`config.mk`:
```
export PLATFORM = sky130hd
export DESIGN_NAME = score_scan_mux
export DESIGN_NICKNAME = d
export VERILOG_FILES = /design/src/rtl/dino_disp_pkg.sv /design/src/rtl/bcd_digit_cell.sv /design/src/rtl/score_scan_mux.sv
export SDC_FILE = /design/constraint.sdc
export NUM_CORES = 1
export LEC_CHECK = 0
export CORE_AREA = 2 2 120 93
export CTS_CLUSTER_DIAMETER = 200
export CTS_CLUSTER_SIZE = 12
export DETAILED_ROUTE_END_ITERATION = 12
export DIE_AREA = 0 0 122 95
export DONT_BUFFER_PORTS = 1
export GPL_TIMING_DRIVEN = 0
export HOLD_SLACK_MARGIN = 0.15
export PLACE_DENSITY = 0.46
export SLEW_MARGIN = 10
export SYNTH_ARGS = -nofsm -noshare
export SYNTH_HDL_FRONTEND = slang
export SYNTH_SLANG_ARGS = --single-unit
```
`constraint.sdc`:
```
create_clock -name clk -period 3.5 [get_ports clk]
set_input_delay 0.35 -clock clk [delete_from_list [all_inputs] [get_ports clk]]
set_output_delay 0.35 -clock clk [all_outputs]
set_load 0.01 [all_outputs]
```
`src/rtl/dino_disp_pkg.sv`:
```
// Shared types and helpers for the dino game display path (BCD score digits).
package dino_disp_pkg;

  localparam int BCD_W = 4;
  localparam logic [BCD_W-1:0] BCD_MAX = 4'd9;
  localparam int MAX_DIGITS = 8;
  localparam int BCD_VEC_W = MAX_DIGITS * BCD_W;

  typedef logic [BCD_W-1:0] bcd_t;

  // Packed BCD orders the same as unsigned binary, so a plain compare suffices.
  function automatic logic bcd_gt(input logic [BCD_VEC_W-1:0] a,
                                  input logic [BCD_VEC_W-1:0] b);
    return a > b;
  endfunction

endpackage

```
`src/rtl/bcd_digit_cell.sv`:
```
// One decade of the score counter: 0..9 with combinational carry to the next decade.
module bcd_digit_cell
  import dino_disp_pkg::*;
(
  input  logic clk,
  input  logic rst_n,
  input  logic clr,
  input  logic inc_in,
  input  logic hold,
  output bcd_t q,
  output logic carry_out
);

  assign carry_out = inc_in && (q == BCD_MAX);

  always_ff @(posedge clk or negedge rst_n) begin
    if (!rst_n) begin
      q <= '0;
    end else if (clr) begin
      q <= '0;
    end else if (inc_in && !hold) begin
      q <= (q == BCD_MAX) ? '0 : q + 4'd1;
    end
  end

endmodule

```
`src/rtl/score_scan_mux.sv`:
```
// Game score / best score keeper and multiplexed digit scanner for a 7-seg decoder.
// Optional macro LEADING_ZERO_BLANK_EN blanks leading-zero digits above digit 0.
module score_scan_mux
  import dino_disp_pkg::*;
#(
  parameter int NUM_DIGITS = 4,
  parameter int SCAN_DIV   = 50000
) (
  input  logic                  clk,
  input  logic                  rst_n,
  input  logic                  score_inc,
  input  logic                  score_clr,
  input  logic                  freeze,
  input  logic                  show_best,
  output logic [3:0]            digit_bcd,
  output logic [NUM_DIGITS-1:0] an_n,
  output logic                  sat
);

  localparam int W  = NUM_DIGITS * BCD_W;
  localparam int PW = $clog2(SCAN_DIV);
  localparam int IW = $clog2(NUM_DIGITS);

  logic [W-1:0]          score;
  logic [W-1:0]          best;
  logic [W-1:0]          disp;
  logic [NUM_DIGITS-1:0] carry;
  logic [NUM_DIGITS-1:0] nine;
  logic                  all_nines;
  logic                  inc_en;
  logic                  freeze_d;
  logic [PW-1:0]         pre;
  logic [IW-1:0]         idx;
  logic [BCD_VEC_W-1:0]  score_ext;
  logic [BCD_VEC_W-1:0]  best_ext;
  logic [NUM_DIGITS-1:0] an_next;
  bcd_t                  nib_next;

  assign inc_en    = score_inc && !freeze && !score_clr;
  assign all_nines = &nine;

  for (genvar gi = 0; gi < NUM_DIGITS; gi++) begin : g_dec
    logic inc_in;
    bcd_t q;
    if (gi == 0) begin : g_lsd
      assign inc_in = inc_en;
    end else begin : g_upper
      assign inc_in = carry[gi-1];
    end
    bcd_digit_cell u_cell (
      .clk       (clk),
      .rst_n     (rst_n),
      .clr       (score_clr),
      .inc_in    (inc_in),
      .hold      (all_nines),
      .q         (q),
      .carry_out (carry[gi])
    );
    assign score[gi*BCD_W +: BCD_W] = q;
    assign nine[gi] = (q == BCD_MAX);
  end

  always_ff @(posedge clk or negedge rst_n) begin
    if (!rst_n) begin
      sat <= 1'b0;
    end else if (score_clr) begin
      sat <= 1'b0;
    end else if (inc_en && all_nines) begin
      sat <= 1'b1;
    end
  end

  always_comb begin
    score_ext = '0;
    best_ext  = '0;
    score_ext[W-1:0] = score;
    best_ext[W-1:0]  = best;
  end

  // score here is the pre-clear value, so a clear on the game-over edge still records it.
  always_ff @(posedge clk or negedge rst_n) begin
    if (!rst_n) begin
      freeze_d <= 1'b0;
      best     <= '0;
    end else begin
      freeze_d <= freeze;
      if (freeze && !freeze_d && bcd_gt(score_ext, best_ext)) begin
        best <= score;
      end
    end
  end

  always_ff @(posedge clk or negedge rst_n) begin
    if (!rst_n) begin
      pre <= '0;
      idx <= '0;
    end else if (pre == PW'(SCAN_DIV - 1)) begin
      pre <= '0;
      idx <= (idx == IW'(NUM_DIGITS - 1)) ? '0 : idx + 1'b1;
    end else begin
      pre <= pre + 1'b1;
    end
  end

  assign disp = show_best ? best : score;

  always_comb begin
    nib_next = disp[idx*BCD_W +: BCD_W];
    an_next  = ~(NUM_DIGITS'(1) << idx);
`ifdef LEADING_ZERO_BLANK_EN
    if (idx != '0 && (disp >> (idx * BCD_W)) == '0) begin
      an_next = '1;
    end
`endif
  end

  always_ff @(posedge clk or negedge rst_n) begin
    if (!rst_n) begin
      digit_bcd <= '0;
      an_n      <= '1;
    end else begin
      digit_bcd <= nib_next;
      an_n      <= an_next;
    end
  end

endmodule

```
==> run_results.csv <==
group,metric,value,unit
clock_tree,clock-sinks,60,
placed_design,gp_congestion,0.812,
synth,synth_top_family_by_area,"simple AND/OR/NAND/NOR gates",
clock_tree,cts_resized,0,
final_layout,drive_gt1_frac,0.0945,
route,avgRoutedWirePerCell,17.5,um
critical_path,end_kind,"flop",
critical_path,reg2reg_from,"g_dec[3].u_cell.q[3]$_DFFE_PN0P_",
timing,hold_violations,0,
timing,period_needed,2680,ps
clock_tree,clockBufferDepth,2,
synth,ys_seq_elements,60,
synth,synth_simple_gate_area_share,0.175,
floorplanning,core,10500,um2
placed_design,numPortBuffers,0,
synth,synth_ff_type,"dfrtp_1",
critical_path,startpoint,"g_dec[3].u_cell.q[3]$_DFFE_PN0P_",
synth,yosys_warnings,0,
grt,grt_pass1_vias,2759,
final_layout,final_cell_mix,"dfrtp_1, inv_1, ha_1",
synth,synth_fa_ha_area_frac,0.102,
clock_tree,htree_levels,3,
synth,muxShareOfSynthArea,0.0560,
critical_path,r2r-end,"best[7]$_DFFE_PN0P_",
route,wl,9120,um
synth,synth_compound_area_frac,0.138,
grt,grt.total_usage,0.174,
critical_path,worst-setup-path-type,"flop to flop",
route,drtPass1Iterations,4,
status,outcome,"completed",
worst_hold_path,min-delay-path-class,"input pin to flop",
critical_path,cp_slowest_cell,"o21bai_1",
timing,max_freq,0.374,GHz
grt,antenna_found_initial,0,
synth,yosysTopAreaCell,"dfrtp_1",
power,peakVddDrop,0.000179,V
route,drc,0,
clock_tree,cts_buffers,9,
final_layout,layout_commonest_cell,"dfrtp_1",
synth,postSynth.asyncResetShare,1.00,
final_layout,nets,411,
floorplanning,die-area,11600,um2
timing,tightest_slew,747,ps
synth,synth.net_count,396,
placed_design,dp_hpwl,6350,um
clock_tree,ctsHoldBuffers,4,
floorplanning,ios,15,
final_layout,antennaDiodeCount,0,
synth,synth_cell_types,39,
critical_path,crit_end,"best[7]$_DFFE_PN0P_",
final_layout,fillCellCount,1050,
route,ant_nets,0,
critical_path,startpoint_type,"flop",
synth,netlist_instances,361,
critical_path,reg2reg_depth,7,
power,power.density,402,nW/um2
critical_path,arrival,2870,ps
final_layout,syn_to_final_growth,15.0,%
timing,hold_slack,224,ps
grt,grt_max_degree,61,
route,vias,2764,
critical_path,worstPathRequired,3700,ps
critical_path,rrSetupSlack,820,ps
clock_tree,clk_latency,330,ps
run,max_cap_violations,0,
synth,synth.top_cell.area_share,0.392,
synth,syn_area,3570,um2
floorplanning,die_h,95,um
timing,skew,5.82,ps
final_layout,regArea,1510,um2
clock_tree,cts_tree,"built",
floorplanning,chipWidth,122,um
power,leakage,1.81,nW
timing,setup_tns,0,ps
route,viasPerCell,5.31,
route,drt_iter0_markers,154,
grt,grt_pass1_wl,15200,um
critical_path,slowest_delay,580,ps
synth,yosysSeqAreaShare,0.422,
synth,synth_edf_count,0,
timing,min_period_over_period,0.765,
clock_tree,cts_root_buffer,"clkbuf_16",
timing,rsz0062_at_grt,"no",
clock_tree,cts_setup_buffers,0,
timing,setup_viol,0,
synth,synthXorXnorAreaFrac,0.0441,
floorplanning,initial_core_util,0.339,
synth,synth.avg_cell_area,9.90,um2
timing,max_slew_margin,0.499,
floorplanning,core.rowCount,33,
critical_path,critPathMaxFanout,10,
final_layout,multiInputGateArea,1840,um2
synth,ys_top_cells_by_area,"dfrtp_1, ha_1, mux4_2",
clock_tree,path_clk_slew,60,ps
power,finalPower,1.65,mW
grt,grt_overflow,0,
critical_path,path_cells,"ha_1, nand4_4, o21bai_1, clkbuf_1, nor4_1, a32oi_1, o31ai_1",
timing,finalMaxSlewViolations,0,
cell type report:
cell class,instances,share of cell area
plain buffers,16,0.0183
clock inverters,7,0.0186
well taps,140,0.0426
inverters,41,0.0375
repair buffers,4,0.0140
clock buffers,9,0.0548
flip-flops and latches,60,0.367
multi-input cells,244,0.447
sequential cells by signal, summed over array words and instances (netlist names):
name / count
g_dec.u_cell.q: 16
digit_bcd: 4
best: 16
an_n: 4
sat: 1
freeze_d: 1
idx: 2
pre: 16
metal layers:
layer	GRT usage	up-vias	share of wire
met1	0.265	1347	0.53
met4	0.0536	0	0.012
met3	0.0477	10	0.048
li1	-	1339	-
met2	0.236	68	0.41
met5	0	-	0
how the worst min path moves through the flow:
stage                                                  end       from  depth (start not counted)
final                     g_dec[0].u_cell.q[3]$_DFFE_PN0P_  score_clr                          2
after CTS                 g_dec[0].u_cell.q[3]$_DFFE_PN0P_  score_clr                          2
after global routing      g_dec[0].u_cell.q[3]$_DFFE_PN0P_  score_clr                          2
after detailed placement               best[3]$_DFFE_PN0P_      rst_n                          0
after floorplan                        best[0]$_DFFE_PN0P_      rst_n                          0
after global placement                 best[2]$_DFFE_PN0P_      rst_n                          0
cell families after synthesis:
logic type / after synthesis
compound gates: 71
xor+xnor: 18
fa+ha+maj: 29
buf+inv: 57
flops: 60
mux: 10
simple gates: 116
Yosys cell counts (all sizes together) (4+ instances only):
cell type / instances
a32oi: 16
ha: 29
nand2: 22
a21oi: 16
xnor2: 9
inv: 41
o31ai: 17
nand3: 14
a21o: 4
and3: 6
nor2: 28
o21ai: 10
nor3: 10
dfstp: 4
clkbuf: 13
nor4: 17
nand4: 7
xor2: 9
dfrtp: 56
mux4: 8
worst max-delay path, delay by kind of cell (launching register included):
| kind | cells | cell delay (ps) |
|---|---|---|
| AO/OA/AOI/OAI | 3 | 890 |
| buffers and inverters | 1 | 510 |
| flip-flops | 1 | 460 |
| adder cells (fa/ha/maj) | 1 | 390 |
| AND/OR/NAND/NOR | 2 | 280 |
through the flow:
stage,instance area (um2),util,setup slack (ps),cells
after global routing,4110,0.390,607,521
after detailed placement,3750,0.356,914,501
after floorplan,3570,-,1430,361
after global placement,3750,0.356,929,501
after CTS,4110,0.390,903,521
final,4110,0.390,824,521
where the power goes:
group / internal [mW] / total [mW] / switching [mW] / leakage (nW)
logic: 0.0183 / 0.0547 / 0.0364 / 0.953
clock network: 0.554 / 0.893 / 0.340 / 0.142
registers: 0.699 / 0.704 / 0.00524 / 0.713
total: 1.27 / 1.65 / 0.381 / 1.81
(Power assumes the default switching activity.)
